### config.mk
export PLATFORM = sky130hd
export DESIGN_NAME = router_pkt_tx
export DESIGN_NICKNAME = d
export VERILOG_FILES = /design/src/rtl/router_pkt_tx.sv
export SDC_FILE = /design/constraint.sdc
export NUM_CORES = 1
export LEC_CHECK = 0
export CAP_MARGIN = 20
export CORE_ASPECT_RATIO = 0.6
export CORE_MARGIN = 5
export CORE_UTILIZATION = 47
export CTS_CLUSTER_DIAMETER = 150
export DETAILED_ROUTE_END_ITERATION = 10
export GPL_ROUTABILITY_DRIVEN = 0
export GPL_TIMING_DRIVEN = 0
export PLACE_DENSITY = 0.84
export SYNTH_ARGS = -nofsm -noshare
export SYNTH_HDL_FRONTEND = slang
export SYNTH_SLANG_ARGS = --single-unit
### constraint.sdc
create_clock -name clk -period 1.95 [get_ports clk]
set_clock_uncertainty 0.1 [all_clocks]
set_input_delay 0.39 -clock clk [delete_from_list [all_inputs] [get_ports clk]]
set_output_delay 0.39 -clock clk [all_outputs]
set_load 0.05 [all_outputs]
### src/rtl/router_pkt_tx.sv
// Packet transmitter feeding a router input port: header, payload, XOR parity.
// Define ROUTER_PKT_TX_ERR_CHECK_EN to add a 3-cycle post-packet router error check (CHK).
module router_pkt_tx (
  input  logic       clk,
  input  logic       resetn,
  input  logic       start,
  input  logic [1:0] dest_addr,
  input  logic [5:0] pay_len,
  input  logic [7:0] pay_data,
  output logic       pay_rd,
  input  logic       busy,
  input  logic       err,
  output logic       pkt_valid,
  output logic [7:0] data_out,
  output logic       tx_active,
  output logic       done,
  output logic       reject,
  output logic [7:0] err_cnt
);

  // Handshake: the byte on data_out counts as taken by the router at every rising
  // edge where busy=0; with busy=1 everything presented to the router holds.
`ifdef ROUTER_PKT_TX_ERR_CHECK_EN
  typedef enum logic [2:0] {IDLE, HDR, PAY, PAR, CHK} state_t;
`else
  typedef enum logic [2:0] {IDLE, HDR, PAY, PAR} state_t;
`endif

  state_t     state_q;
  logic [1:0] addr_q;
  logic [5:0] len_q;
  logic [5:0] cnt_q;
  logic [7:0] par_q;
  logic [7:0] data_q;
  logic       valid_q;
  logic       active_q;
  logic       done_q;
  logic       reject_q;
  logic [7:0] err_cnt_q;
`ifdef ROUTER_PKT_TX_ERR_CHECK_EN
  logic [1:0] chk_cnt_q;
  logic       err_seen_q;
`else
  logic       unused_err;
  assign unused_err = err;
`endif

  // In PAY the next byte to load is payload until cnt_q reaches the latched length.
  assign pay_rd    = (state_q == PAY) && (cnt_q != len_q) && !busy;
  assign pkt_valid = valid_q;
  assign data_out  = data_q;
  assign tx_active = active_q;
  assign done      = done_q;
  assign reject    = reject_q;
  assign err_cnt   = err_cnt_q;

  always_ff @(posedge clk or negedge resetn) begin
    if (!resetn) begin
      state_q    <= IDLE;
      addr_q     <= 2'd0;
      len_q      <= 6'd0;
      cnt_q      <= 6'd0;
      par_q      <= 8'h00;
      data_q     <= 8'h00;
      valid_q    <= 1'b0;
      active_q   <= 1'b0;
      done_q     <= 1'b0;
      reject_q   <= 1'b0;
      err_cnt_q  <= 8'h00;
`ifdef ROUTER_PKT_TX_ERR_CHECK_EN
      chk_cnt_q  <= 2'd0;
      err_seen_q <= 1'b0;
`endif
    end else begin
      done_q   <= 1'b0;
      reject_q <= 1'b0;
      case (state_q)
        IDLE: begin
          if (start) begin
            if (dest_addr != 2'd3 && pay_len != 6'd0) begin
              addr_q   <= dest_addr;
              len_q    <= pay_len;
              cnt_q    <= 6'd0;
              active_q <= 1'b1;
              state_q  <= HDR;
            end else begin
              reject_q <= 1'b1;
            end
          end
        end
        HDR: begin
          // Nothing is on the bus yet, so the header loads regardless of busy.
          data_q  <= {len_q, addr_q};
          par_q   <= {len_q, addr_q};
          valid_q <= 1'b1;
          state_q <= PAY;
        end
        PAY: begin
          if (!busy) begin
            if (cnt_q != len_q) begin
              data_q <= pay_data;
              par_q  <= par_q ^ pay_data;
              cnt_q  <= cnt_q + 6'd1;
            end else begin
              data_q  <= par_q;
              valid_q <= 1'b0;
              state_q <= PAR;
            end
          end
        end
        PAR: begin
          if (!busy) begin
            data_q <= 8'h00;
`ifdef ROUTER_PKT_TX_ERR_CHECK_EN
            chk_cnt_q  <= 2'd0;
            err_seen_q <= 1'b0;
            state_q    <= CHK;
`else
            done_q   <= 1'b1;
            active_q <= 1'b0;
            state_q  <= IDLE;
`endif
          end
        end
`ifdef ROUTER_PKT_TX_ERR_CHECK_EN
        CHK: begin
          chk_cnt_q  <= chk_cnt_q + 2'd1;
          err_seen_q <= err_seen_q | err;
          if (chk_cnt_q == 2'd2) begin
            done_q   <= 1'b1;
            active_q <= 1'b0;
            state_q  <= IDLE;
            if ((err_seen_q || err) && err_cnt_q != 8'hFF) begin
              err_cnt_q <= err_cnt_q + 8'd1;
            end
          end
        end
`endif
        default: state_q <= IDLE;
      endcase
    end
  end

endmodule

# Word level (Yosys, flattened, before mapping)
# Cells that the tools add are included.
[totals] input_bits=21 ram_bits=0 romBits=0 wordCells=70 output_inout_bits=21 latch_bits=0 register_bits=37 mem_count=0
[classes] n_div=0 mul=0 shift=0 magnitude_cmp=0 add_sub_neg=1 n_eq_ne=11 bitwise=1 n_reduce_logical=17 n_mux=30
[op_table] operator="two-way mux 8 bit" n=5
[op_table] operator="two-way mux 6 bit" n=4
[op_table] operator="case mux 8 bit (3 select lines)" n=1
[op_table] operator="case mux 8 bit (2 select lines)" n=1
[op_table] operator="two-way mux 3 bit" n=5
[op_table] operator="inequality test 2 bit, second input constant" n=6
[op_table] operator="case mux 3 bit (4 select lines)" n=1
[op_table] operator="case mux 6 bit (2 select lines)" n=1
[op_table] operator="AND reduction 3 bit" n=4
[op_table] operator="two-way mux 1 bit" n=10
[op_table] operator="AND reduction 5 bit" n=2
[op_table] operator="bitwise XOR 8 bit" n=1
[op_table] operator="adder 6 x 1 -> 6 bit, second input constant" n=1
[op_table] operator="== test 3 x 2 -> 1 bit, second input constant" n=2
[op_table] operator="inequality test 6 bit" n=1
[op_table] operator="nonzero test 2 bit" n=3
[op_table] operator="nonzero test 6 bit" n=1
[op_table] operator="case mux 1 bit (2 select lines)" n=2
[op_table] operator="AND reduction 4 bit" n=1
[op_table] operator="== test 3 x 1 -> 1 bit, second input constant" n=1
[op_table] operator="logical AND 1 bit" n=3
[op_table] operator="zero test 3 bit" n=1
[op_table] operator="nonzero test 3 bit" n=1
[op_table] operator="inequality test 2 x 1 -> 1 bit, second input constant" n=1
[op_table] operator="zero test 1 bit" n=1

# Longest topological paths before layout
# Gate-level depths: netlist (run 1).
[depth] depth_word=5 depth_mapped=8 ltp_nobuf=7

# Least setup slack after synthesis (run 1)
# Ideal clock, no wire load.
[synth_timing] path_kind="reg-to-output" startpoint="register cnt_q[2]" endpoint="output port pay_rd" arrival_ns=2.107 path_buffers=3 slack_ns=-0.647 path_stages_with_launch=8 cell_sequence="dfrtp_1 clkbuf_2 xor2_1 nor2_1 and2_1 buf_4 buf_6 nor3_1"
[synth_via] elab_chain_cells=3
[synth_lines] element="from (decl)" line="32" source="logic [5:0] cnt_q;"
[synth_lines] element="from (signal assigned)" line="103" source="cnt_q <= cnt_q + 6'd1;"
[synth_lines] element="inequality test 6 bit" line="49" source="assign pay_rd = (state_q == PAY) && (cnt_q != len_q) && !busy;"
[synth_lines] element="logical AND 1 bit (2 in a row)" line="49"
[synth_lines] element="to (decl)" line="10" source="output logic pay_rd,"
# Every way passes these cells.

# Worst setup path after layout (run 1)
[layout_timing] startpoint="register len_q[0]" endpoint="output port pay_rd"
[layout_via] elab_chain_cells=3
[layout_lines] element="from (decl)" line="31" source="logic [5:0] len_q;"
[layout_lines] element="from (signal assigned)" line="82" source="len_q <= pay_len;"
[layout_lines] element="inequality test 6 bit" line="49"
[layout_lines] element="logical AND 1 bit (2 in a row)" line="49"
# Every way passes these cells.

==> results.sh, run 1 <==
export IMPL_status="complete, but fails checks"
export IMPL_violations="negative setup slack"
export IMPL_synth_cell_types=43
export IMPL_htree_num_levels=2
export IMPL_met1_length_microns=2760
export IMPL_switchingPower_mw=2.72
export IMPL_avgSynthCellArea_sq_um=9.33
export IMPL_syn_inst=233
export IMPL_dp_cells=335
export IMPL_portBuffers=32
export IMPL_clkPwrFrac=0.104
export IMPL_firstDrtPassIters=6
export IMPL_fin_crit_sh=1.15
export IMPL_hold_worst_slack_ns=0.0625
export IMPL_startpoint="len_q[0]"
export IMPL_antenna_found_initial=0
export IMPL_arrival_ns=1.76
export IMPL_fin_cells=358
export IMPL_syn_cell_area_sq_mm=0.00217
export IMPL_boundaryPins=42
export IMPL_ys_async_sr_fraction=1.00
export IMPL_layout_nets=320
export IMPL_power_leakage_nw=1.33
export IMPL_yosysTopAreaCellShare=0.414
export IMPL_hold_path_class="in -> async"
export IMPL_p_sw_frac=0.489
export IMPL_num_vias=2144
export IMPL_grt_pass1_vias=2104
export IMPL_drive_gt1_frac=0.319
export IMPL_timing_fmax_ghz=0.444
export IMPL_clk_latency_ns=0.31
export IMPL_diodes=0
export IMPL_regArea_sq_um=906
export IMPL_critPathMaxFanout=2
export IMPL_fp_dieH_microns=62.7
export IMPL_setup_viol=12
export IMPL_synth_top_area_cell="dfrtp_1"
export IMPL_syn_to_final_growth_pct=39.8
export IMPL_clock_sinks=36
export IMPL_wl_met3_microns=615
export IMPL_rsz0062_at_grt="true"
export IMPL_fp_dieW_microns=97.8
export IMPL_internal_power_mw=2.84
export IMPL_synth_seq_area_share=0.414
export IMPL_start_util=0.481
export IMPL_dp_final_hpwl_microns=4220
export IMPL_cp_start_kind="flip-flop"
export IMPL_drv_slew=0
export IMPL_end_kind="output port"
export IMPL_first_iter_violations=193
export IMPL_yosysWarnings=8
export IMPL_wl_met2_microns=3110
export IMPL_synthFlopType="dfrtp_1"
export IMPL_grt_start_max_net_pins=37
export IMPL_pwr_share_comb=0.645
export IMPL_timing_rr_start="len_q[0]"
export IMPL_pwr_share_seq=0.252
export IMPL_synth_commonest_cells="dfrtp_1, nor2_1, a21oi_1"
export IMPL_vias_per_cell=5.99
export IMPL_cts_tree="built"
export IMPL_criticalPathCategory="reg -> out"
export IMPL_cts_max_path_buffers=2
export IMPL_rows=19
export IMPL_setup_ws_ns=-0.300
export IMPL_peakVddDrop_v=0.00105
export IMPL_cts_inserted_buffers=5
export IMPL_fill_cells=340
export IMPL_track_usage=0.215
export IMPL_wl_per_cell_microns=18.6
export IMPL_overflow=0
export IMPL_hold_buffers=0
export IMPL_p_per_area_mw_per_mm2=1830
export IMPL_synthTopCellsByArea="dfrtp_1, mux2_2, a21oi_1, nor2_1, nand2b_1"
export IMPL_drt_wl_total_microns=6650
export IMPL_synth_edf_count=0
export IMPL_maxCapViolations=0
export IMPL_die_area_sq_mm=0.00613
export IMPL_cts_root_buffer="clkbuf_8"
export IMPL_hold_viol_final=0
export IMPL_worst_pin_slew_ns=0.796
export IMPL_finalCriticalPeriod_ns=2.25
export IMPL_fp_coreArea_sq_mm=0.00452
export IMPL_clk_pin_slew_ns=0.08
export IMPL_required_ns=1.46
export IMPL_multi_input_area_sq_mm=0.00135
export IMPL_ys_ff_latch=36
export IMPL_yosysMostFrequentCell="dfrtp_1"
export IMPL_grt_pass1_wl_microns=10600
export IMPL_relSlewSlack=0.469
export IMPL_drc_errors=0
export IMPL_ant_nets=0
export IMPL_highest_layer="met4"
-- kinds of logic after synthesis --
logic type / after synthesis / synth area share
AO/OA/AOI/OAI: 60 / 0.186
adder cells (fa/ha/maj): 5 / 0.0288
XOR/XNOR: 14 / 0.0564
other: 1 / 0.00172
multiplexers: 11 / 0.0564
buffers and inverters: 29 / 0.0736
AND/OR/NAND/NOR: 77 / 0.183
flip-flops: 36 / 0.414
-- flip-flops by register name, summed over array words and instances, names as in the netlist --
register	cells
addr_q	2
cnt_q	6
data_out	8
done	1
len_q	6
par_q	8
pkt_valid	1
reject	1
state_q	2
tx_active	1
-- power by group through the flow --
stage	Sequential [mW]	Clock, mW	Combinational, mW
6_report	1.40	0.576	3.58
5_1_grt	1.43	0.607	3.83
4_1_cts	1.38	0.571	3.24
3_5_place_dp	1.46	0	2.78
3_3_place_gp	1.44	0	2.70
2_1_floorplan	1.75	0	1.68
-- worst paths after layout --
path                                    end  slack (ns)  cells past startpoint
worst min-delay path            data_out[3]        0.06                      1
max in group asynchronous        state_q[1]        1.13                      1
min in group clk                   len_q[2]        0.37                      2
worst max register to register     cnt_q[5]       -0.10                      6
worst max-delay path                 pay_rd       -0.30                      7
worst min register to register    pkt_valid        0.42                      2
-- final cells by class --
cell class	instances	share of cell area
buffer	19	0.0440
inverter	6	0.00741
timing repair buffer	51	0.151
sequential	36	0.298
multi-input combinational	175	0.443
clock inverter	2	0.00329
clock buffer	6	0.0272
tap	63	0.0259
-- worst max-delay path, cell delays in order (launching register included) --
cell and delay, ns:
dfrtp_1 0.40, xor2_1 0.17, nor4_2 0.31, and2_1 0.19, buf_6 0.10, buf_8 0.09, nor3_4 0.03, buf_6 0.16
-- routing by layer --
metal  up-vias  global-route usage
li1        943                   -
met2       137               0.336
met4         0              0.0794
met5         -                   0
met1      1038               0.287
met3        26              0.0557
-- stage by stage --
step | util | area [sq um] | setup WS [ns] | power, mW | setup TNS, ns
final | 0.673 | 3040 | -0.300 | 5.56 | -0.954
after global routing | 0.673 | 3040 | -0.382 | 5.86 | -2.29
after CTS | 0.643 | 2910 | -0.286 | 5.19 | -0.808
after detailed placement | 0.578 | 2610 | -0.807 | 4.24 | -17.02
after global placement | 0.580 | 2620 | -0.803 | 4.14 | -30.74
after floorplan | - | 2220 | -0.0636 | 3.42 | -0.225
-- repair_timing --
item                                   in CTS  in global routing
pin swaps                                  12                  7
endpoints found under the hold margin       0                  0
setup buffers                              18                  2
setup endpoints to repair                  42                 34
gates resized for setup                    51                 30
-- placed cells by master (no fill, tap or decap), types with 3 or more instances in the layout --
master           netlist  final
o211ai_1               3      3
nor2_1                22     21
o21ai_0                4      3
a31oi_1                8      7
a211oi_1               8      7
dlygate4sd2_1          0     10
nand2_1               10      6
inv_1                  6      4
xnor2_1                8      8
mux2_2                10      8
nor2b_1               10     10
conb_1                 1      8
dfrtp_2                0      4
nand3_1               13     13
buf_6                  2      3
nand2b_1              12     12
dfrtp_1               36     32
buf_4                  9     26
a221oi_1               8      4
clkdlybuf4s50_1        0     16
a21oi_1               20     18
clkbuf_2               1      7
dlymetal6s2s_1         0      4
clkbuf_8               0      6
a221oi_2               0      4
xor2_1                 6      6
Note: power is estimated with default switching activity, not from simulation.
==> run 2: changes to the inputs <==
--- a/config.mk
+++ b/config.mk
@@ -7,7 +7,6 @@
 export LEC_CHECK = 0
 export CAP_MARGIN = 20
 export CORE_ASPECT_RATIO = 0.6
-export CORE_MARGIN = 5
 export CORE_UTILIZATION = 47
 export CTS_CLUSTER_DIAMETER = 150
 export DETAILED_ROUTE_END_ITERATION = 10
==> run 2 against run 1 <==
Net effect: power rose by 4.2%; the run still ends with negative setup slack left; clock power rose by 17%; first-iteration DRC count rose by 15%; critical path depth fell by 1; register-to-register slack barely moved; die area fell by 20%; worst hold slack improved by 0.0041 ns.
==> results.sh, run 2 (same netlist as run 1, synthesis figures left out) <==
export IMPL_reg2regPathDepth=7
export IMPL_cp_slowest_stage_delay_ns=0.43
export IMPL_worst_path_stages=6
export IMPL_die_area_sq_mm=0.00491
export IMPL_crit_path_cell_trace="xor2_2 > nor4_2 > and2_4 > buf_8 > nor3_4 > buf_6"
export IMPL_hold_viol_final=0
export IMPL_portBuffers=32
export IMPL_hold_buffers=0
export IMPL_cts_inserted_buffers=5
export IMPL_grt_pass1_vias=1913
export IMPL_drt_wl_total_microns=6650
export IMPL_setup_tns_ns=-0.836
export IMPL_clk_pin_slew_ns=0.08
export IMPL_path_buf_inv=2
export IMPL_syn_to_final_growth_pct=43.2
export IMPL_overflow=0
export IMPL_firstDrtPassIters=5
export IMPL_end_kind="output port"
export IMPL_antenna_found_initial=0
export IMPL_violations="negative setup slack"
export IMPL_fin_crit_sh=1.15
export IMPL_regToRegSetupSlack_ns=-0.09
export IMPL_arrival_ns=1.76
export IMPL_status="complete, but fails checks"
export IMPL_clock_sinks=36
export IMPL_ant_nets=0
export IMPL_cts_tree="built"
export IMPL_first_iter_violations=221
export IMPL_track_usage=0.267
export IMPL_critPathMaxFanout=2
export IMPL_power_leakage_nw=1.34
export IMPL_drive_gt1_frac=0.365
export IMPL_fp_coreArea_sq_mm=0.00428
export IMPL_cts_max_path_buffers=2
export IMPL_required_ns=1.46
export IMPL_cp_start_kind="flip-flop"
export IMPL_finalCriticalPeriod_ns=2.25
export IMPL_cp_endpoint="pay_rd"
export IMPL_boundaryPins=42
export IMPL_start_util=0.508
export IMPL_multi_input_area_sq_mm=0.00135
export IMPL_layout_nets=326
export IMPL_startpoint="cnt_q[0]"
export IMPL_maxCapViolations=0
export IMPL_clk_latency_ns=0.31
export IMPL_htree_num_levels=2
export IMPL_layout_common_cells="buf_4, dfrtp_1, nor2_1"
export IMPL_p_per_area_mw_per_mm2=1860
export IMPL_drv_slew=0
export IMPL_vias_per_cell=6.04
export IMPL_timing_fmax_ghz=0.445
export IMPL_diodes=0
export IMPL_reg2reg_to="data_out[2]"
export IMPL_slowest_stage="dfrtp_2"
export IMPL_setup_viol=10
export IMPL_grt_start_max_net_pins=37
export IMPL_grt_pass1_wl_microns=9690
export IMPL_fp_dieW_microns=89.8
export IMPL_worst_pin_slew_ns=0.808
export IMPL_finalPower_mw=5.79
export IMPL_timing_rr_start="cnt_q[0]"
export IMPL_peakVddDrop_v=0.00105
export IMPL_critical_path_top_delay_family="simple AND/OR/NAND/NOR gates"
export IMPL_dp_final_hpwl_microns=4120
export IMPL_rsz0062_at_grt="true"
export IMPL_rows=18
export IMPL_post_place_ws_ns=-0.780
export IMPL_criticalPathCategory="reg -> out"
export IMPL_num_vias=2181
export IMPL_fill_cells=313
export IMPL_layout_commonest_cell="buf_4"
export IMPL_relSlewSlack=0.461
export IMPL_setup_ws_ns=-0.295
export IMPL_regArea_sq_um=911
export IMPL_wl_per_cell_microns=18.4
export IMPL_drc_errors=0
export IMPL_fp_dieH_microns=54.7
export IMPL_final_core_util=0.727
export IMPL_hold_path_class="in -> async"
export IMPL_cts_root_buffer="clkbuf_8"
## run 2: cell types whose count changed in the layout (fill, tap and decap cells not counted), moves of 3 or more
cell / previous run / this run
dlygate4sd2_1: 10 / 13
dfrtp_2: 4 / 8
dfrtp_1: 32 / 28
buf_4: 26 / 31
## run 2: final cells by class
cell class	instances	area share
Sequential cell	36	0.293
Multi-Input combinational cell	175	0.434
Buffer	18	0.0410
Clock inverter	3	0.0137
Tap cell	60	0.0241
Inverter	6	0.00723
Clock buffer	5	0.0221
Timing Repair Buffer	58	0.166
## run 2: layer usage
layer / wire length (microns) / global-route usage / share of wire / up-vias
met3: 677 / 0.0875 / 0.10 / 33
met4: 221 / 0.0956 / 0.033 / 0
met5: 0 / 0 / 0 / -
met2: 2950 / 0.429 / 0.44 / 144
li1: - / - / - / 950
met1: 2800 / 0.346 / 0.42 / 1054
## run 2: per-stage QoR
stage / std cells / cell area, sq um / hold WS (ns)
global placement: 332 / 2610 / 0.395
global route: 361 / 3110 / 0.136
detailed placement: 332 / 2610 / 0.425
floorplan: 240 / 2220 / -0.00559
finish: 361 / 3110 / 0.0666
CTS: 350 / 2880 / 0.0956
## run 2: report_power, final
part	internal (mW)	switching (mW)	total, mW
Clock	0.378	0.296	0.674
Sequential	1.12	0.332	1.45
Combinational	1.53	2.13	3.66
## run 2: worst min-delay path by stage
stage | startpoint | endpoint | slack [ns] | depth (start not counted)
global placement | pkt_valid | pkt_valid | 0.40 | 2
floorplan | resetn | addr_q[0] | -0.006 | 0
finish | resetn | data_out[4] | 0.07 | 1
CTS | resetn | data_out[4] | 0.1 | 1
global route | resetn | data_out[4] | 0.14 | 1
detailed placement | resetn | pkt_valid | 0.42 | 1
## run 2: what timing repair did
| item | in CTS | in global routing |
|---|---|---|
| setup buffers | 14 | 12 |
| gates resized for setup | 50 | 48 |
| endpoints found under the hold margin | 0 | 0 |
| cloned | 0 | 0 |
| endpoints found under the setup margin | 44 | 36 |
| pin swaps | 9 | 5 |
==> run 3: changes to the inputs <==
--- a/config.mk
+++ b/config.mk
@@ -8,7 +8,7 @@
 export CAP_MARGIN = 20
 export CORE_ASPECT_RATIO = 0.6
 export CORE_UTILIZATION = 47
-export CTS_CLUSTER_DIAMETER = 150
+export CTS_CLUSTER_DIAMETER = 120
 export DETAILED_ROUTE_END_ITERATION = 10
 export GPL_ROUTABILITY_DRIVEN = 0
 export GPL_TIMING_DRIVEN = 0
==> results of run 3 <==
Same layout as run 2: the final DEF is identical, and so are final timing and power.
